--- src/rtl/wishbone_cmd_master.sv ---
`default_nettype none
// ============================================================================
// Module   : wishbone_cmd_master
// Purpose  : Wishbone B3 master engine. Turns host commands into single or
//            incrementing-burst bus cycles. Handles ack/err/rty responses and
//            aborts on a no-response timeout. Streams write data in, read data
//            out, and reports a completion status per command.
// Ports    : clk_i/reset_i       clock, synchronous active-high reset
//            cmd_*               command handshake and fields (we/adr/sel/len)
//            wr_dat_i/wr_valid_i/wr_ready_o   write-data stream
//            rd_dat_o/rd_valid_o read-data stream (no backpressure)
//            done_o/status_o     completion pulse and held status
//                                (00 OK, 01 ERR, 10 TIMEOUT, 11 RETRY_FAIL)
//            cyc_o..bte_o, dat_i, ack_i/err_i/rty_i   Wishbone master side
// Config   : define WB_MASTER_BURST_EN to honour cmd_len_i, producing
//            incrementing bursts (cti 010, last beat 111). Without it every
//            command is a single classic cycle.
// Revision : 1.0  initial release
// ============================================================================
module wishbone_cmd_master #(
    parameter int TIMEOUT_CYCLES = 255,
    parameter int MAX_RETRIES    = 3
) (
    input  logic        clk_i,
    input  logic        reset_i,
    input  logic        cmd_valid_i,
    output logic        cmd_ready_o,
    input  logic        cmd_we_i,
    input  logic [31:0] cmd_adr_i,
    input  logic [3:0]  cmd_sel_i,
    input  logic [3:0]  cmd_len_i,
    input  logic [31:0] wr_dat_i,
    input  logic        wr_valid_i,
    output logic        wr_ready_o,
    output logic [31:0] rd_dat_o,
    output logic        rd_valid_o,
    output logic        done_o,
    output logic [1:0]  status_o,
    output logic        cyc_o,
    output logic        stb_o,
    output logic        we_o,
    output logic [31:0] adr_o,
    output logic [31:0] dat_o,
    output logic [3:0]  sel_o,
    output logic [2:0]  cti_o,
    output logic [1:0]  bte_o,
    input  logic [31:0] dat_i,
    input  logic        ack_i,
    input  logic        err_i,
    input  logic        rty_i
);

    typedef enum logic [1:0] {
        S_IDLE      = 2'd0,
        S_BEAT      = 2'd1,
        S_RETRY_GAP = 2'd2,
        S_DONE      = 2'd3
    } state_t;

    localparam logic [2:0] c_cti_classic = 3'b000;
    localparam logic [2:0] c_cti_incr    = 3'b010;
    localparam logic [2:0] c_cti_end     = 3'b111;

    localparam logic [1:0] c_st_ok    = 2'b00;
    localparam logic [1:0] c_st_err   = 2'b01;
    localparam logic [1:0] c_st_tmo   = 2'b10;
    localparam logic [1:0] c_st_rtyf  = 2'b11;

    // Last value the counters may hold before the abort condition fires.
    localparam logic [7:0] c_tmo_last = 8'(TIMEOUT_CYCLES - 1);
    localparam logic [7:0] c_rty_last = 8'(MAX_RETRIES - 1);

`ifdef WB_MASTER_BURST_EN
    localparam bit c_burst_en = 1'b1;
`else
    localparam bit c_burst_en = 1'b0;
`endif

    state_t      r_state;
    logic [3:0]  r_cnt;
    logic [7:0]  r_tmo;
    logic [7:0]  r_rty;

    logic [3:0]  w_len;
    logic        w_ack;
    logic        w_err;
    logic        w_rty;
    logic        w_unused;

    assign w_len    = c_burst_en ? cmd_len_i : 4'd0;
    assign w_unused = ^cmd_adr_i[1:0];

    // Writes only strobe while the host has data ready, so a stalled write
    // presents no request to the slave.
    assign stb_o = (r_state == S_BEAT) && (!we_o || wr_valid_i);
    assign dat_o = ((r_state == S_BEAT) && we_o) ? wr_dat_i : 32'h0;
    assign bte_o = 2'b00;

    assign cmd_ready_o = (r_state == S_IDLE);

    // Response priority: err > rty > ack.
    assign w_err = stb_o && err_i;
    assign w_rty = stb_o && !err_i && rty_i;
    assign w_ack = stb_o && !err_i && !rty_i && ack_i;

    assign wr_ready_o = w_ack && we_o;

    always_ff @(posedge clk_i) begin
        if (reset_i) begin
            r_state    <= S_IDLE;
            r_cnt      <= 4'd0;
            r_tmo      <= 8'd0;
            r_rty      <= 8'd0;
            cyc_o      <= 1'b0;
            we_o       <= 1'b0;
            adr_o      <= 32'h0;
            sel_o      <= 4'h0;
            cti_o      <= c_cti_classic;
            rd_dat_o   <= 32'h0;
            rd_valid_o <= 1'b0;
            done_o     <= 1'b0;
            status_o   <= c_st_ok;
        end else begin
            rd_valid_o <= 1'b0;
            done_o     <= 1'b0;
            case (r_state)
                S_IDLE: begin
                    if (cmd_valid_i) begin
                        r_state <= S_BEAT;
                        cyc_o   <= 1'b1;
                        we_o    <= cmd_we_i;
                        adr_o   <= {cmd_adr_i[31:2], 2'b00};
                        sel_o   <= cmd_sel_i;
                        r_cnt   <= w_len;
                        r_tmo   <= 8'd0;
                        r_rty   <= 8'd0;
                        cti_o   <= (w_len != 4'd0) ? c_cti_incr : c_cti_classic;
                    end
                end
                S_BEAT: begin
                    if (w_err) begin
                        r_state  <= S_DONE;
                        cyc_o    <= 1'b0;
                        done_o   <= 1'b1;
                        status_o <= c_st_err;
                    end else if (w_rty) begin
                        r_tmo <= 8'd0;
                        if (r_rty == c_rty_last) begin
                            r_state  <= S_DONE;
                            cyc_o    <= 1'b0;
                            done_o   <= 1'b1;
                            status_o <= c_st_rtyf;
                        end else begin
                            r_rty   <= r_rty + 8'd1;
                            r_state <= S_RETRY_GAP;
                        end
                    end else if (w_ack) begin
                        if (!we_o) begin
                            rd_valid_o <= 1'b1;
                            rd_dat_o   <= dat_i;
                        end
                        adr_o <= adr_o + 32'd4;
                        r_tmo <= 8'd0;
                        r_rty <= 8'd0;
                        if (r_cnt == 4'd0) begin
                            r_state  <= S_DONE;
                            cyc_o    <= 1'b0;
                            done_o   <= 1'b1;
                            status_o <= c_st_ok;
                        end else begin
                            // stb stays high: next beat goes out with no wait state.
                            r_cnt <= r_cnt - 4'd1;
                            if (r_cnt == 4'd1 && cti_o == c_cti_incr) begin
                                cti_o <= c_cti_end;
                            end
                        end
                    end else if (stb_o) begin
                        if (r_tmo == c_tmo_last) begin
                            r_state  <= S_DONE;
                            cyc_o    <= 1'b0;
                            done_o   <= 1'b1;
                            status_o <= c_st_tmo;
                        end else begin
                            r_tmo <= r_tmo + 8'd1;
                        end
                    end
                end
                S_RETRY_GAP: begin
                    r_state <= S_BEAT;
                end
                S_DONE: begin
                    r_state <= S_IDLE;
                end
                default: begin
                    r_state <= S_IDLE;
                end
            endcase
        end
    end

endmodule
`default_nettype wire

--- config.mk ---
export PLATFORM = sky130hd
export DESIGN_NAME = wishbone_cmd_master
export DESIGN_NICKNAME = d
export VERILOG_FILES = /design/src/rtl/wishbone_cmd_master.sv
export SDC_FILE = /design/constraint.sdc
export NUM_CORES = 1
export LEC_CHECK = 0
export CAP_MARGIN = 15
export CORE_MARGIN = 2
export CORE_UTILIZATION = 40
export DETAILED_ROUTE_END_ITERATION = 10
export GPL_ROUTABILITY_DRIVEN = 1
export GPL_TIMING_DRIVEN = 0
export PLACE_DENSITY = 0.78
export SKIP_LAST_GASP = 1
export SLEW_MARGIN = 0
export SYNTH_ARGS = -nofsm -noshare
export SYNTH_HDL_FRONTEND = slang
export SYNTH_SLANG_ARGS = --single-unit
--- constraint.sdc ---
create_clock -name clk_i -period 2.35 [get_ports clk_i]
set_clock_uncertainty 0.2 [all_clocks]
set_input_delay 0.3525 -clock clk_i [delete_from_list [all_inputs] [get_ports clk_i]]
set_output_delay 0.3525 -clock clk_i [all_outputs]
set_load 0.01 [all_outputs]
==> results of run 1 <==
layout by cell type (no fill, tap or decap), types with 6 or more instances in the layout:
| cell | n |
|---|---|
| nor3_1 | 10 |
| clkbuf_2 | 16 |
| o21ai_0 | 26 |
| a21oi_1 | 64 |
| clkdlybuf4s50_1 | 178 |
| clkbuf_16 | 9 |
| nor2_1 | 54 |
| nand4_1 | 18 |
| a31oi_1 | 8 |
| or3_1 | 6 |
| a21o_1 | 6 |
| buf_4 | 21 |
| xor2_1 | 6 |
| clkdlybuf4s15_2 | 7 |
| inv_1 | 11 |
| ha_1 | 7 |
| buf_2 | 13 |
| nand2_1 | 118 |
| nand3_1 | 15 |
| clkdlybuf4s15_1 | 10 |
| and3_1 | 46 |
| dfxtp_1 | 92 |
| a311oi_1 | 8 |
| clkbuf_1 | 18 |
metrics by stage:
stage / setup TNS (ns) / utilization [%]
finish: 0 / 64.31
global route: -0.2278 / 64.31
CTS: -0.2145 / 64.05
detailed placement: -42.87 / 60.62
global placement: -37.77 / 60.62
floorplan: 0 / -
cells by family after synthesis:
group	Yosys count	share of synthesized area [%]
xor+xnor	6	1.062
flops	95	38.43
mux	3	0.6069
fa+ha+maj	7	1.770
simple gates	301	30.14
buf+inv	61	5.487
other cells	1	0.07578
compound gates	167	22.43
final timing paths:
path,from,end,cells past startpoint
max,r_state[0]$_SDFFE_PP0P_,dat_o[0],6
min,err_i,status_o[1]$_SDFFE_PP0P_,2
max reg2reg,adr_o[15]$_SDFFE_PP0P_,adr_o[28]$_SDFFE_PP0P_,5
min reg2reg,rd_dat_o[20]$_SDFFE_PP0P_,rd_dat_o[20]$_SDFFE_PP0P_,2
state kept, by name (all words and copies together) (netlist names), 2 cells and up:
| name | count |
|---|---|
| adr_o | 30 |
| r_cnt | 4 |
| r_rty | 8 |
| r_state | 2 |
| r_tmo | 8 |
| rd_dat_o | 32 |
| sel_o | 4 |
| status_o | 2 |
per-layer routing:
metal  up-vias  global-route usage (%)  wire [um]
li1       2792                       -          -
met1      2713                   33.09       7349
met2       359                   43.76       8479
met3        40                   9.858       2191
met4         0                   11.08        478
met5         -                       0          0
where the power goes:
group | total [mW] | switching, mW | internal, mW | leakage, nW
Clock | 1.43 | 0.653 | 0.779 | 0.139
Sequential | 1.80 | 0.111 | 1.69 | 0.774
Combinational | 1.01 | 0.496 | 0.510 | 2.09
Total | 4.24 | 1.26 | 2.98 | 3.00
cell type report:
cell class,instances,share of cell area [%]
Inverter,12,0.5807
Clock buffer,12,3.307
Multi-Input combinational cell,488,36.78
Sequential cell,95,24.60
Antenna cell,1,0.03226
Tap cell,168,2.710
Timing Repair Buffer,226,27.96
Clock inverter,4,0.3872
Buffer,48,3.646
repair_timing:
item,CTS,global route
setup endpoints to repair,79,71
pin swaps,0,1
resized for setup,100,35
buffers inserted,5,7
hold buffers,0,0
==> impl_metrics.ini, run 1 <==
[sta]
tightestPinTransition_ns = 0.7145
fmax_mhz = 427.2
slew_violations = 0
post-route-period-util_pct = 99.62
whs_ns = 0.1761
period_minus_slack_ns = 2.341
final-setup-viol-count = 0
worst_slack_ns = 0.008962
hold_viol = 0
rsz0062_at_grt = yes
maxSlewHeadroom_pct = 52.37

[routing]
wire_per_inst_um = 17.55
drt_wl_total_um = 18500
drtPass1Iterations = 5
first_iter_violations = 523
dr_total_vias = 5904
avgViaCountPerCell = 5.602
drcViolationCount = 0
ant_nets = 0

[critical_path]
required_ns = 1.80
rrSetupSlack_ns = 0.08
path_class = reg2out
cp_common_cell = buf_4
cp-start-kind = flip-flop
cp-end-kind = primary output
cp_top_family = buffers and inverters
cp_cell_sequence = nor2b_2, buf_4, buf_4, clkbuf_8, and3_1, dlygate4sd2_1
crit_buf_inv = 4
slowest_stage = dfxtp_4
cpPeakStageDelay_ns = 0.37
critPathMaxFanout = 10
cp_data_arrival_time_ns = 1.79

[die]
die_h_um = 115.2
rows = 40
initial_core_util_pct = 41.03
ios = 226
core-area_um2 = 12060
dieWidth_um = 115.2
die_area_um2 = 13280

[power]
irDropWorstVdd_v = 0.0004138
powerDensity_nw_per_um2 = 547.0
total_power_mw = 4.243
power_leakage_nw = 3.003

[clock_network]
clock_latency_ns = 0.35
cts_sinks = 95
clock-root-buffer = clkbuf_16
cts_inserted_buffers = 9
htree_levels = 3
cts_tree = yes
cts_max_path_buffers = 2
path_clk_slew_ns = 0.06

[place]
dpl_cell_area_um2 = 7312
dpl.cell_count = 1026
pre_cts_ws_ns = -0.6240
port_buffers = 214
place_congestion = 0.9684
dp_hpwl_um = 13580

[final_layout]
drive_gt1_share_pct = 12.09
fin_area_um2 = 7756
multi_input_area_um2 = 2853
finish.net_count = 999
syn_to_final_growth_pct = 56.74
nFillCells = 1075
stdcell_count = 1054
seq_area_um2 = 1908

[logic_synthesis]
synth_warnings = 0
netlist_top_cells_count = nand2_1 (119), dfxtp_1 (95), a21oi_1 (65)
ys_seq_area_share_pct = 38.43
syn_area_um2 = 4948
avgSynthCellArea_um2 = 7.720
synth_top_cell_by_area = dfxtp_1
synth_edf_count = 0
synth_area_leaders = dfxtp_1 (38%), nand2_1 (9.0%), a21oi_1 (6.6%), and3_1 (5.8%), nor2_1 (4.1%)
yosysMostFrequentCell = nand2_1
synth-seq-cells = 95
ys.flop_type = dfxtp_1
synth_top_cell_area_share_pct = 38.43
synthCells = 641
async_flop_share_pct = 0
ys_types = 71

[global_routing]
grt_max_degree = 16
grt_first_pass_wirelength_um = 28350
grt.total_usage_pct = 27.20
antenna_found_initial = 1
grt-ovfl-total = 0
grt_pass1_vias = 5651

[job]
drv_cap = 0

[run_status]
outcome = completed

[min_path]
hold_class = in2reg
Note: power is estimated with default switching activity, not from simulation.
==> inputs of run 2 (changes only) <==
- MAX_ROUTING_LAYER: default -> met4
- SETUP_SLACK_MARGIN: default -> 0.2
==> impl_metrics.ini, run 2 (synthesis gave the netlist of run 1 again) <==
[run_status]
outcome = completed

[clock_network]
cts_inserted_buffers = 9
clock_latency_ns = 0.35
cts_tree = yes
cts_sinks = 95
cts_hold_buffers = 0
cts_max_path_buffers = 2
path_clk_slew_ns = 0.06
clock-root-buffer = clkbuf_16
htree_levels = 3

[place]
place_congestion = 0.9639
dp_hpwl_um = 13870
port_buffers = 214
dpl_cell_area_um2 = 7312
dpl.cell_count = 1026

[power]
powerDensity_nw_per_um2 = 558.8
power_leakage_nw = 3.132
irDropWorstVdd_v = 0.0004771
total_power_mw = 4.414

[routing]
avgViaCountPerCell = 5.701
wire_per_inst_um = 18.32
first_iter_violations = 458
drtPass1Iterations = 9
dr_total_vias = 6043
ant_nets = 0
drt_wl_total_um = 19420
drcViolationCount = 0

[final_layout]
largest_register_ffs = 32
regMostFlops = rd_dat_o
fin_area_um2 = 7900
final_cell_mix = clkdlybuf4s50_1 (177), nand2_1 (118), dfxtp_1 (84)
final_common_cell = clkdlybuf4s50_1
drive_gt1_share_pct = 17.06
finish.net_count = 1007
seq_area_um2 = 1923
nFillCells = 1007
stdcell_count = 1060
largest_registers = rd_dat_o (32), adr_o (30)
syn_to_final_growth_pct = 59.65
multi_input_area_um2 = 2927

[critical_path]
cp_cell_sequence = clkdlybuf4s50_1, nand2b_4, clkbuf_8, nand2_4, inv_2, and3_4, buf_2
critPathMaxFanout = 7
cp-end-kind = primary output
path_class = in2out
slowest_stage = clkdlybuf4s50_1
crit_buf_inv = 4
cpPeakStageDelay_ns = 0.48
required_ns = 1.80
cp_top_family = buffers and inverters
cp-start-kind = input port
cp_data_arrival_time_ns = 1.62

[die]
dieWidth_um = 115.2
core-area_um2 = 12060
rows = 40
die_h_um = 115.2
ios = 226
initial_core_util_pct = 41.03
die_area_um2 = 13280

[sta]
whs_ns = 0.2009
period_minus_slack_ns = 2.177
slew_violations = 0
hold_viol = 0
fmax_mhz = 459.4
final-setup-viol-count = 0
maxSlewHeadroom_pct = 55.98
rsz0062_at_grt = yes
post-route-period-util_pct = 92.62
tightestPinTransition_ns = 0.6603

[job]
drv_cap = 0

[global_routing]
grt-ovfl-total = 0
grt_max_degree = 15
grt_first_pass_wirelength_um = 29430
grt.total_usage_pct = 29.27
antenna_found_initial = 1
grt_pass1_vias = 5741

[min_path]
hold_class = in2reg
run 2: worst paths after layout:
path | from | endpoint | slack, ns | cells after the start
worst max-delay path | wr_valid_i | wr_ready_o | 0.17 | 7
worst min-delay path | err_i | status_o[1]$_SDFFE_PP0P_ | 0.20 | 2
worst max register to register | r_state[1]$_SDFFE_PP0P_ | adr_o[15]$_SDFFE_PP0P_ | 0.24 | 6
worst min register to register | sel_o[3]$_SDFFE_PP0P_ | sel_o[3]$_SDFFE_PP0P_ | 0.25 | 2
run 2: timing repair:
item                                    4_1_cts  5_1_grt
endpoints found under the hold margin         0        0
cloned                                        1        0
resized for setup                           187       48
pin swaps                                     6        7
endpoints found under the setup margin      125      105
setup buffers                                12        6
run 2: routing by layer:
metal  vias up  track usage [%]  wire length (um)  share of wire, %
li1       2813                -                 -                 -
met1      2823            36.00              8024                41
met2       356            46.94              9092                47
met3        51            6.484              1811               9.3
met4         0            11.16               490               2.5
met5         -                -                 0                 0
run 2: stage by stage:
step           setup WS [ns]  setup TNS, ns  utilization, %
2_1_floorplan         0.2297              0               -
3_3_place_gp         -0.6198         -38.97           60.62
3_5_place_dp         -0.6295         -43.88           60.62
4_1_cts               0.1285              0           64.21
5_1_grt               0.1452              0           65.50
6_report              0.1734              0           65.50
run 2: final cells by class:
cell class | instances | share of cell area (%)
buffer | 49 | 4.514
clock buffer | 9 | 2.851
sequential | 95 | 24.34
clock inverter | 5 | 0.9503
antenna | 1 | 0.03168
tap | 168 | 2.661
timing repair buffer | 233 | 27.04
inverter | 12 | 0.5702
multi-input combinational | 488 | 37.04
run 2: power by group:
| group | switching [mW] | internal (mW) | total (mW) |
|---|---|---|---|
| Sequential | 0.110 | 1.70 | 1.81 |
| Combinational | 0.524 | 0.542 | 1.07 |
| Clock | 0.626 | 0.915 | 1.54 |
